`src/rtl/alu_arbiter_if.sv`:
```
// Request, ALU and response bundle for the shared execute ALU.
// The arbiter is the slave; requesters, ALU and consumer sit on the master side.
interface alu_arbiter_if #(
    parameter int DATA_W = 16,
    parameter int OP_W   = 4
);
    logic              req0_valid;
    logic              req0_ready;
    logic [DATA_W-1:0] req0_a;
    logic [DATA_W-1:0] req0_b;
    logic [OP_W-1:0]   req0_op;
    logic              req1_valid;
    logic              req1_ready;
    logic [DATA_W-1:0] req1_a;
    logic [DATA_W-1:0] req1_b;
    logic [OP_W-1:0]   req1_op;
    logic [DATA_W-1:0] alu_a;
    logic [DATA_W-1:0] alu_b;
    logic [OP_W-1:0]   alu_op;
    logic [DATA_W-1:0] alu_result;
    logic [2:0]        alu_flags;
    logic              rsp_valid;
    logic              rsp_ready;
    logic              rsp_id;
    logic [DATA_W-1:0] rsp_result;
    logic [2:0]        flags_q;

    modport slave (
        input  req0_valid, req0_a, req0_b, req0_op,
        input  req1_valid, req1_a, req1_b, req1_op,
        input  alu_result, alu_flags, rsp_ready,
        output req0_ready, req1_ready,
        output alu_a, alu_b, alu_op,
        output rsp_valid, rsp_id, rsp_result, flags_q
    );

    modport master (
        output req0_valid, req0_a, req0_b, req0_op,
        output req1_valid, req1_a, req1_b, req1_op,
        output alu_result, alu_flags, rsp_ready,
        input  req0_ready, req1_ready,
        input  alu_a, alu_b, alu_op,
        input  rsp_valid, rsp_id, rsp_result, flags_q
    );
endinterface

```
`src/rtl/alu_arbiter.sv`:
```
// Round-robin sharing of one execute ALU between two requesters,
// with registered operands, tagged responses and the N/Z/V flag register.
module alu_arbiter #(
    parameter int DATA_W = 16,
    parameter int OP_W   = 4
) (
    input logic          clk,
    input logic          rst_n,
    alu_arbiter_if.slave bus
);

    typedef enum logic [1:0] {
        IDLE,
        EXEC,
        RESP
    } state_t;

    state_t            state;
    logic              last_served;
    logic              can_accept;
    logic              pick0;
    logic              pick1;
    logic              acc;
    logic [DATA_W-1:0] sel_a;
    logic [DATA_W-1:0] sel_b;
    logic [OP_W-1:0]   sel_op;
    logic              nv_we;
    logic              z_we;
    logic [2:0]        fmask;

    assign can_accept = (state == IDLE) |
                        ((state == RESP) & bus.rsp_ready);

    // On a tie the requester not served last time wins.
    assign pick1 = bus.req1_valid &
                   (~bus.req0_valid | ~last_served);
    assign pick0 = bus.req0_valid & ~pick1;

    assign bus.req0_ready = can_accept & pick0;
    assign bus.req1_ready = can_accept & pick1;
    assign acc = can_accept & (pick0 | pick1);

    assign sel_a  = pick1 ? bus.req1_a  : bus.req0_a;
    assign sel_b  = pick1 ? bus.req1_b  : bus.req0_b;
    assign sel_op = pick1 ? bus.req1_op : bus.req0_op;

    always_comb begin
        nv_we = 1'b0;
        z_we  = 1'b0;
        unique case (1'b1)
            (bus.alu_op inside {4'd0, 4'd1}): begin
                nv_we = 1'b1;
                z_we  = 1'b1;
            end
            (bus.alu_op inside {4'd2, 4'd4, 4'd5, 4'd6}): begin
                z_we = 1'b1;
            end
            default: ;
        endcase
    end

    assign fmask = {nv_we, z_we, nv_we};

    always_ff @(posedge clk or negedge rst_n) begin
        if (!rst_n) begin
            state          <= IDLE;
            last_served    <= 1'b1;
            bus.alu_a      <= '0;
            bus.alu_b      <= '0;
            bus.alu_op     <= '0;
            bus.rsp_valid  <= 1'b0;
            bus.rsp_id     <= 1'b0;
            bus.rsp_result <= '0;
            bus.flags_q    <= 3'b000;
        end else begin
            if (acc) begin
                bus.alu_a   <= sel_a;
                bus.alu_b   <= sel_b;
                bus.alu_op  <= sel_op;
                bus.rsp_id  <= pick1;
                last_served <= pick1;
            end
            unique case (state)
                IDLE: begin
                    if (acc) state <= EXEC;
                end
                EXEC: begin
                    bus.rsp_result <= bus.alu_result;
                    bus.flags_q    <= (bus.alu_flags & fmask) |
                                      (bus.flags_q & ~fmask);
                    bus.rsp_valid  <= 1'b1;
                    state          <= RESP;
                end
                RESP: begin
                    if (bus.rsp_ready) begin
                        bus.rsp_valid <= 1'b0;
                        state         <= acc ? EXEC : IDLE;
                    end
                end
                default: state <= IDLE;
            endcase
        end
    end

endmodule

```
`src/flat_wrapper.sv`:
```
// flat-port wrapper written by rule: the top's interface ports become plain ports
module alu_arbiter_flat 
#(
    parameter int DATA_W = 16,
    parameter int OP_W   = 4
)
  (clk, rst_n, bus_req0_valid, bus_req0_a, bus_req0_b, bus_req0_op, bus_req1_valid, bus_req1_a, bus_req1_b, bus_req1_op, bus_alu_result, bus_alu_flags, bus_rsp_ready, bus_req0_ready, bus_req1_ready, bus_alu_a, bus_alu_b, bus_alu_op, bus_rsp_valid, bus_rsp_id, bus_rsp_result, bus_flags_q);
  alu_arbiter_if #(.DATA_W(DATA_W), .OP_W(OP_W)) bus_i ();
  input logic clk;
  input logic rst_n;
  input wire logic [$bits(bus_i.req0_valid)-1:0] bus_req0_valid;
  input wire logic [$bits(bus_i.req0_a)-1:0] bus_req0_a;
  input wire logic [$bits(bus_i.req0_b)-1:0] bus_req0_b;
  input wire logic [$bits(bus_i.req0_op)-1:0] bus_req0_op;
  input wire logic [$bits(bus_i.req1_valid)-1:0] bus_req1_valid;
  input wire logic [$bits(bus_i.req1_a)-1:0] bus_req1_a;
  input wire logic [$bits(bus_i.req1_b)-1:0] bus_req1_b;
  input wire logic [$bits(bus_i.req1_op)-1:0] bus_req1_op;
  input wire logic [$bits(bus_i.alu_result)-1:0] bus_alu_result;
  input wire logic [$bits(bus_i.alu_flags)-1:0] bus_alu_flags;
  input wire logic [$bits(bus_i.rsp_ready)-1:0] bus_rsp_ready;
  output wire logic [$bits(bus_i.req0_ready)-1:0] bus_req0_ready;
  output wire logic [$bits(bus_i.req1_ready)-1:0] bus_req1_ready;
  output wire logic [$bits(bus_i.alu_a)-1:0] bus_alu_a;
  output wire logic [$bits(bus_i.alu_b)-1:0] bus_alu_b;
  output wire logic [$bits(bus_i.alu_op)-1:0] bus_alu_op;
  output wire logic [$bits(bus_i.rsp_valid)-1:0] bus_rsp_valid;
  output wire logic [$bits(bus_i.rsp_id)-1:0] bus_rsp_id;
  output wire logic [$bits(bus_i.rsp_result)-1:0] bus_rsp_result;
  output wire logic [$bits(bus_i.flags_q)-1:0] bus_flags_q;
  assign bus_i.req0_valid = bus_req0_valid;
  assign bus_i.req0_a = bus_req0_a;
  assign bus_i.req0_b = bus_req0_b;
  assign bus_i.req0_op = bus_req0_op;
  assign bus_i.req1_valid = bus_req1_valid;
  assign bus_i.req1_a = bus_req1_a;
  assign bus_i.req1_b = bus_req1_b;
  assign bus_i.req1_op = bus_req1_op;
  assign bus_i.alu_result = bus_alu_result;
  assign bus_i.alu_flags = bus_alu_flags;
  assign bus_i.rsp_ready = bus_rsp_ready;
  assign bus_req0_ready = bus_i.req0_ready;
  assign bus_req1_ready = bus_i.req1_ready;
  assign bus_alu_a = bus_i.alu_a;
  assign bus_alu_b = bus_i.alu_b;
  assign bus_alu_op = bus_i.alu_op;
  assign bus_rsp_valid = bus_i.rsp_valid;
  assign bus_rsp_id = bus_i.rsp_id;
  assign bus_rsp_result = bus_i.rsp_result;
  assign bus_flags_q = bus_i.flags_q;
  alu_arbiter #(.DATA_W(DATA_W), .OP_W(OP_W)) u_core (.clk(clk), .rst_n(rst_n), .bus(bus_i));
endmodule
```
`config.mk`:
```
export PLATFORM = sky130hd
export DESIGN_NAME = alu_arbiter_flat
export DESIGN_NICKNAME = d
export VERILOG_FILES = /design/src/rtl/alu_arbiter_if.sv /design/src/rtl/alu_arbiter.sv /design/src/flat_wrapper.sv
export SDC_FILE = /design/constraint.sdc
export NUM_CORES = 1
export LEC_CHECK = 0
export CAP_MARGIN = 20
export CORE_ASPECT_RATIO = 1.2
export CORE_UTILIZATION = 34
export DETAILED_ROUTE_END_ITERATION = 6
export PLACE_DENSITY = 0.81
export SYNTH_ARGS = -nofsm -noshare
export SYNTH_HDL_FRONTEND = slang
export SYNTH_SLANG_ARGS = --single-unit
```
`constraint.sdc`:
```
create_clock -name clk -period 1.4 [get_ports clk]
set_input_delay 0.14 -clock clk [delete_from_list [all_inputs] [get_ports clk]]
set_output_delay 0.14 -clock clk [all_outputs]
set_load 0.03 [all_outputs]
```
# Word-level counts from Yosys, hierarchy flattened
# Cells that the tools add are included.
[word_totals]
ff_bits = 60
inputBits = 96
out_inout_bits = 59
word_cells = 53
[classes]
n_eq_ne = 9
muxes = 11
n_bitwise = 16
n_reduce_logical = 8
[ops]
columns = ["cell", "count"]
rows = [
  ["2-to-1 mux 16 bit", 2],
  ["equality test 4 x 3 -> 1 bit, second input constant", 3],
  ["AND 1 bit", 6],
  ["AND 3 bit", 2],
  ["case mux 2 bit (3 select lines)", 1],
  ["equality test 4 x 1 -> 1 bit, second input constant", 1],
  ["equality test 4 x 2 -> 1 bit, second input constant", 1],
  ["logical NOT 4 bit", 1],
  ["2-to-1 mux 1 bit", 4],
  ["2-to-1 mux 2 bit", 2],
  ["2-to-1 mux 4 bit", 1],
  ["AND reduction 2 bit", 2],
  ["nonzero test 2 bit", 2],
  ["nonzero test 4 bit", 1],
  ["inverter 1 bit", 3],
  ["inverter 3 bit", 1],
  ["bitwise OR 1 bit", 3],
  ["bitwise OR 3 bit", 1],
  ["equality test 2 x 1 -> 1 bit, second input constant", 1],
  ["equality test 2 bit, second input constant", 1],
  ["logical NOT 2 bit", 1],
  ["!= test 2 x 1 -> 1 bit, second input constant", 1],
  ["!= test 2 bit, second input constant", 1],
  ["case mux 1 bit (2 select lines)", 1],
  ["OR reduction 2 bit", 1],
]

# Depth between registers and ports, before layout
# Gate-level depths: netlist of the first run.
[depth]
word_depth = 10
depth_mapped = 5
depth_no_buf = 3

# Worst setup path before layout of the first run
# OpenSTA, ideal clock, no wires.
[synth_timing]
kind = "flip-flop to flip-flop"
from = "register u_core.state[1]"
to = "register u_core.bus.rsp_result[10]"
arrival_ns = 1.266
path_slack_ns = 0.009
stages_incl_launch_ff = 5
n_path_buf = 2
path_cell_list = "dfrtp_1 and2b_1 buf_2 buf_4 mux2_2"
[synth_via]
elab_chain_cells = 1
[synth_lines]
columns = ["item", "line_no", "text"]
rows = [
  ["start: declaration", "alu_arbiter.sv:18", "state_t state;"],
  ["start signal: assignment", "alu_arbiter.sv:97", "state <= acc ? EXEC : IDLE;"],
  ["equality test 2 x 1 -> 1 bit", "alu_arbiter.sv:83", "unique case (state)"],
  ["end signal: assignment", "alu_arbiter.sv:88", "bus.rsp_result <= bus.alu_result;"],
  ["end: declaration", "alu_arbiter_if.sv:34", "output rsp_valid, rsp_id, rsp_result, flags_q"],
]
# Every way passes these cells.
# A chain may end at the register's enable or synchronous reset.

# Worst setup path in the final report of the first run
[layout_timing]
from = "register u_core.last_served"
to = "register u_core.bus.alu_a[8]"
[layout_via]
elab_chain_cells = 7
elab_cells_between_ends = 8
classes_between = "mux (1); bitwise (7)"
[layout_lines]
columns = ["item", "line_no", "text"]
rows = [
  ["start: declaration", "alu_arbiter.sv:19", "logic last_served;"],
  ["start signal: assignment", "alu_arbiter.sv:81", "last_served <= pick1;"],
  ["inverter 1 bit *", "alu_arbiter.sv:36", "(~bus.req0_valid | ~last_served);"],
  ["bitwise OR 1 bit *", "alu_arbiter.sv:36", ""],
  ["AND 1 bit *", "alu_arbiter.sv:35", "assign pick1 = bus.req1_valid &"],
  ["inverter 1 bit", "alu_arbiter.sv:37", "assign pick0 = bus.req0_valid & ~pick1;"],
  ["AND 1 bit", "alu_arbiter.sv:37", ""],
  ["bitwise OR 1 bit", "alu_arbiter.sv:41", "assign acc = can_accept & (pick0 | pick1);"],
  ["AND 1 bit", "alu_arbiter.sv:41", ""],
  ["end signal: assignment", "alu_arbiter.sv:77", "bus.alu_a <= sel_a;"],
  ["end: declaration", "alu_arbiter_if.sv:33", "output alu_a, alu_b, alu_op,"],
]
# Mark *: on every way between the ends. The rest lies on a longest branch, timed or not.

==> metrics.md, run 1 <==
| Metric | Value |
|---|---|
| DP Cell Count | `500` |
| Dpl hpwl | `5430 µm` |
| Setup Skew | `around 0.0095 ns` |
| Synth Flop Type | `dfrtp_1` |
| CTS root buf | `clkbuf_8` |
| Critical-path maximum fanout | `7` |
| Fin crit period | `about 1.5 ns` |
| Via/cell ratio | `slightly below 5` |
| CTS clock-pin slew for the worst setup and hold paths | `0.06 ns` |
| Final Wtd Congestion | `0.695` |
| Unrepaired setup endpoints after global routing | `yes` |
| WL final | `7980 µm` |
| P&R area growth vs syn | `75.0%` |
| Violated checks | `negative setup slack` |
| Max-slew violation count | `0` |
| Clock buffer depth | `2` |
| Max Cap Violations | `0` |
| Worst Slack Setup Final | `-0.127 ns` |
| Clock power share | `15.1%` |
| Final cell count without fillers | `around 530` |
| Initial antenna violation count | `1` |
| Core ar. | `7710 µm²` |
| CTS tree | `built` |
| Worst EP required | `~1.6 ns` |
| Switch share | `41.9%` |
| Fin util | `between 60 and 70%` |
| H-Tree Depth | `3` |
| Cell accounting for the most synthesized area | `dfrtp_1` |
| Hold_ws | `0.329 ns` |
| Crit path capture type | `register` |
| Die Area | `approximately 8300 µm²` |
| Register area share after synthesis | `55.4%` |
| Initial Util | `35.2%` |
| Clock Latency Late Sink | `0.33 ns` |
| First-pass GRT wire length | `12800 µm` |
| Num Clock Sinks | `60` |
| Post-Syn Nets | `about 350` |
| Seq pwr share | `between 30% and 40%` |
| Measured slew at the worst slew-check pin | `about 0.35 ns` |
| Worst r2r src | `u_core.last_served` |
| Power consumption | `0.0100 W` |
| Asr flop ratio synth | `100%` |
| Fillers | `about 640` |
| Top post-synthesis cells by area | `dfrtp_1 (54%), inv_1 (15%), a222oi_1 (13%)` |
| Synth top area share | `54.5%` |
| Leakage | `about 2.5 nW` |
| Min-delay worst type | `input port to asynchronous set/reset pin` |
| Synth cell types | `21` |
| Synthesis-stage register bit count | `60` |
| Largest net degree at the start of global routing | `around 60` |
| Critical path launch point | `u_core.last_served` |
| TritonCTS buffer count | `9` |
| DRC viols | `0` |
| Fin. Hold Viols | `0` |
| Post-route ant nets | `0` |
| Total congestion overflow | `0` |
| Gr usage total | `19.7%` |
| Ant diodes | `0` |
| Die X | `around 84 µm` |
| Die Height | `99.8 µm` |
| Syn. warnings | `0` |
| TritonRoute pass-1 iters | `6` |
| FP Rows | `35` |
| # nets final | `527` |
| Syn_area_per_cell | `10.5 µm²` |
| Slew headroom | `76.9%` |
| Via count | `approximately 2.6k` |
| Peak supply drop | `roughly 1100 µV` |
| 1st-iter DRT viols | `276` |
| Critical path type | `register to register` |
| Critical Path AT | `approximately 1.8 ns` |
| Syn Std Cell Area | `about 2700 µm²` |
| Top-level I/O count | `about 160` |
| Mapped Cells | `257` |
| Final-report setup violation count | `39` |
| Port bufs | `154` |
| Final Cycle Share | `109%` |
| Status | `finished, violations left` |
| Internal power | `0.00583 W` |
| Vias in the first global route | `2698` |
| Combinational group share of total power | `54.5%` |
| Layout cells sized above 1 | `15.0%` |
| Sw Pwr | `0.00420 W` |
| Post-synth EDFFs | `0` |
| Worst setup SP type | `register` |
| F_max | `655 MHz` |
| Power density cells | `between 2000 and 2500 nW/µm²` |
| WL per Instance | `15.2 µm` |
layout make-up:
| type | instances | area, µm² | area share [%] |
|---|---|---|---|
| Clock buffer | 12 | 155 | 3.27 |
| Clock inverter | 2 | 35.0 | 0.738 |
| Inverter | 112 | 420 | 8.86 |
| Multi-Input combinational cell | 71 | 764 | 16.1 |
| Sequential cell | 60 | 1500 | 31.7 |
| Tap cell | 92 | 115 | 2.43 |
| Timing Repair Buffer | 177 | 1750 | 36.9 |
state kept, by name, summed over array words and instances, names as in the netlist, named ones only:
name                   flops
u_core.bus.rsp_result     16
u_core.bus.alu_op          4
u_core.bus.alu_b          16
u_core.bus.alu_a          16
u_core.bus.rsp_id          1
u_core.bus.rsp_valid       1
u_core.last_served         1
u_core.state               2
metal layers:
metal | wire, µm | track usage (%) | part of all wire, % | vias to the layer above
met4 | 165 | 7.69 | 2.1 | 2
met1 | 3010 | 22.4 | 38 | 1256
li1 | - | - | - | 1182
met2 | 4150 | 35.4 | 52 | 132
met3 | 646 | 5.51 | 8.1 | 17
met5 | 13 | 0 | 0.16 | -
power groups by stage:
stage | Sequential [W] | Clock [W] | Combinational (W)
2_1_floorplan | 0.00468 | 0 | 0.00151
3_3_place_gp | 0.00307 | 0 | 0.00539
3_5_place_dp | 0.00309 | 0 | 0.00552
4_1_cts | 0.00304 | 0.00156 | 0.00527
5_1_grt | 0.00317 | 0.00166 | 0.00579
6_report | 0.00305 | 0.00152 | 0.00546
cell usage after synthesis (all sizes together) (2+ instances only):
| cell | count |
|---|---|
| a21oi | 2 |
| mux2 | 19 |
| and2b | 2 |
| dfrtp | 59 |
| clkbuf | 2 |
| o211ai | 2 |
| inv | 112 |
| buf | 12 |
| a21o | 2 |
| a222oi | 36 |
| a31oi | 2 |
critical path, cell delays in order, from the launching register on:
cell       delay, ns
dfstp_2         0.55
and2_4          0.16
nor4_4          0.05
buf_6           0.12
bufbuf_16       0.26
a222oi_1        0.28
final timing paths:
path | end | slack (ns) | cells past startpoint
max reg2reg | u_core.bus.alu_a[8] | -0.13 | 5
max in group asynchronous | u_core.state[0] | 0.74 | 3
min | asynchronous set/reset pin | 0.33 | 3
min reg2reg | u_core.bus.rsp_id | 0.47 | 1
max | u_core.bus.alu_a[8] | -0.13 | 5
min in group clk | u_core.bus.alu_a[10] | 0.37 | 3
timing repair:
action / CTS / global route
endpoints found under the hold margin: 59 / 0
hold buffers: 1 / 0
gates cloned: 3 / 0
gates resized for setup: 74 / 19
setup buffers: 7 / 2
pin swaps: 4 / 7
endpoints found under the setup margin: 86 / 56
placed cells by master, fill, tap and decap left out, types with 2 or more instances in the layout:
cell	instances
a21o_1	2
a21oi_1	2
a222oi_1	36
a31oi_1	2
buf_12	3
buf_4	11
buf_6	7
clkbuf_8	11
clkdlybuf4s50_1	94
dfrtp_1	58
dlygate4sd2_1	57
inv_1	110
inv_2	2
mux2_2	4
mux2_4	15
o211ai_1	2
kinds of logic (layout without fill, tap and decap cells):
logic type / count (synthesis) / after routing / synth area share (%)
buffers and inverters: 126 / 303 / 19.2
DFF: 60 / 60 / 55.4
AOI/OAI and AO/OA: 45 / 45 / 15.6
muxes: 19 / 19 / 7.89
and+or+nand+nor: 7 / 7 / 1.85
through the flow:
stage               cell area (µm²)  setup WS [ns]  setup TNS (ns)
global route                   4750         -0.189           -4.37
finish                         4750         -0.127           -2.24
global placement               4370         -0.269           -8.82
detailed placement             4370         -0.282           -9.69
CTS                            4680         -0.206           -2.72
floorplan                      2710        0.00931               0
Note: power is estimated with default switching activity, not from simulation.
==> inputs of run 2 (changes only) <==
- CORE_UTILIZATION: 34 -> 36
- CTS_BUF_LIST: unset -> sky130_fd_sc_hd__clkbuf_8
- PLACE_DENSITY: 0.81 -> 0.84
==> metrics.md, run 2 (same netlist as run 1, synthesis figures left out) <==
| Metric | Value |
|---|---|
| Status | `finished, violations left` |
| Violated checks | `negative setup slack` |
| Min-delay worst type | `input port to asynchronous set/reset pin` |
| Measured slew at the worst slew-check pin | `0.476 ns` |
| Most frequent cells in the layout | `inv_1 (112), clkdlybuf4s50_1 (94), dfrtp_1 (58)` |
| Register area | `1500 µm²` |
| Internal power | `0.00619 W` |
| Final Cycle Share | `119%` |
| Power density cells | `2130 nW/µm²` |
| # nets final | `541` |
| CTS clock-pin slew for the worst setup and hold paths | `around 0.080 ns` |
| Vias in the first global route | `2816` |
| Via count | `2646` |
| TritonRoute pass-1 iters | `6` |
| Fillers | `546` |
| Final-report setup violation count | `55` |
| R2R Path End | `u_core.bus.alu_a[7]` |
| Biggest regs | `u_core.bus.alu_a x16, u_core.bus.alu_b x16, u_core.bus.rsp_result x16` |
| Fin. Hold Viols | `0` |
| Gr usage total | `roughly 23%` |
| Clock power share | `approximately 14%` |
| Max Cap Violations | `0` |
| Critical Path AT | `1.88 ns` |
| Sw Pwr | `0.00449 W` |
| F_max | `approximately 600 MHz` |
| Worst EP required | `1.61 ns` |
| Num Clock Sinks | `60` |
| DRC viols | `0` |
| Unrepaired setup endpoints after global routing | `yes` |
| Critical path type | `register to register` |
| Multi-input gate area | `772 µm²` |
| Die X | `between 80 and 90 µm` |
| Die Height | `97.1 µm` |
| Slowest cell on the critical path | `dfstp_2` |
| Pre-CTS setup slack | `-0.299 ns` |
| Leakage | `about 2.6 nW` |
| Critical-path maximum fanout | `5` |
| Largest net degree at the start of global routing | `29` |
| Clock Latency Late Sink | `0.33 ns` |
| Via/cell ratio | `4.90` |
| Worst setup SP type | `register` |
| First-pass GRT wire length | `13500 µm` |
| Fin crit period | `1.67 ns` |
| TritonCTS buffer count | `9` |
| CP Cell Sequence | `and2_4 > nor4_4 > buf_4 > buf_8 > buf_6 > clkbuf_16 > a222oi_1` |
| Setup Skew | `0.0141 ns` |
| Peak supply drop | `1140 µV` |
| Worst r2r src | `u_core.last_served` |
| Initial antenna violation count | `0` |
| Combinational group share of total power | `57.4%` |
| Port bufs | `~150` |
| CP peak stage delay | `0.55 ns` |
| Final Wtd Congestion | `0.720` |
| CTS root buf | `clkbuf_8` |
| P&R area growth vs syn | `85.1%` |
| R2R cell count | `7` |
| WL per Instance | `16.5 µm` |
| Layout cells sized above 1 | `18.2%` |
| Crit path capture type | `register` |
| Clock buffer depth | `2` |
| Slew headroom | `between 60% and 70%` |
| Reg2reg setup slack | `-0.27 ns` |
| 1st-iter DRT viols | `361` |
| CTS tree | `built` |
| WP buf/inv | `4` |
| H-Tree Depth | `3` |
| Most common cell after layout, fill and taps aside | `inv_1` |
| Worst Slack Setup Final | `-0.270 ns` |
| Max-slew violation count | `0` |
| Top-level I/O count | `155` |
| Seq pwr share | `between 20% and 30%` |
| Setup TNS | `-6.99 ns` |
| Die Area | `about 7900 µm²` |
| Ant diodes | `0` |
| Switch share | `approximately 42%` |
| Core ar. | `a little over 7000 µm²` |
| FP Rows | `34` |
| Initial Util | `37.3%` |
| WL final | `8900 µm` |
| Hold_ws | `0.298 ns` |
| Dpl hpwl | `about 5500 µm` |
| Top Family by Delay on Critical Path | `flip-flops` |
| Total congestion overflow | `0` |
| Post-route ant nets | `0` |
[run 2: cell types whose count changed in the layout (fill, tap and decap cells not counted), moves of 2 or more]
cell,delta
buf_12,+4
buf_16,+3
buf_4,-2
buf_6,+3
buf_8,+5
clkbuf_16,+2
clkbuf_8,-2
clkinv_2,+2
inv_1,+2
[run 2: metal layers]
metal	GRT usage, %	wire length, µm
met1	26.3	3520
met2	40.3	4590
met5	0	0
met3	4.98	588
met4	8.79	200
[run 2: through the flow]
step | util, % | std cells | total power [W] | cell area, µm²
final | 69.0 | 540 | 0.0107 | 5020
after global routing | 69.0 | 540 | 0.0112 | 5020
after CTS | 67.0 | 532 | 0.0103 | 4870
after detailed placement | 60.5 | 499 | 0.00866 | 4400
after global placement | 60.5 | 499 | 0.00850 | 4400
after floorplan | - | 257 | 0.00619 | 2710
[run 2: power by group through the flow]
| stage | sequential, W | clock, W | combinational, W |
|---|---|---|---|
| 4_1_cts | 0.00305 | 0.00150 | 0.00574 |
| 3_5_place_dp | 0.00310 | 0 | 0.00556 |
| 5_1_grt | 0.00318 | 0.00159 | 0.00647 |
| 6_report | 0.00308 | 0.00147 | 0.00613 |
| 2_1_floorplan | 0.00468 | 0 | 0.00151 |
| 3_3_place_gp | 0.00307 | 0 | 0.00543 |
[run 2: worst max-delay path by stage]
stage / from / slack (ns) / depth (start not counted) / to
4_1_cts: u_core.state[1] / -0.30 / 4 / bus_req1_ready
2_1_floorplan: u_core.state[1] / 0.009 / 4 / u_core.bus.rsp_result[10]
3_5_place_dp: bus_rsp_ready / -0.30 / 5 / u_core.bus.alu_b[12]
6_report: u_core.last_served / -0.27 / 7 / u_core.bus.alu_a[7]
3_3_place_gp: bus_rsp_ready / -0.25 / 5 / bus_req1_ready
5_1_grt: u_core.last_served / -0.30 / 7 / u_core.bus.alu_a[10]
[run 2: worst reg2reg max path, cell delays in order (launching register included)]
cell and delay [ns]:
dfstp_2 0.55, and2_4 0.16, nor4_4 0.05, buf_4 0.14, buf_8 0.13, buf_6 0.12
clkbuf_16 0.14, a222oi_1 0.26
[run 2: layout make-up]
class                           instances  share of cell area, %
Multi-Input combinational cell         71                   15.4
Tap cell                               90                   2.24
Timing Repair Buffer                  191                   40.4
Clock buffer                            9                   2.47
Sequential cell                        60                   30.0
Inverter                              112                   8.38
Clock inverter                          7                   1.20
[run 2: what timing repair did]
action	CTS	global route
gates resized for setup	83	28
pin swaps	22	18
hold endpoints to repair	16	0
buffers inserted	10	10
hold buffers	1	0
endpoints found under the setup margin	80	59
cloned	6	2
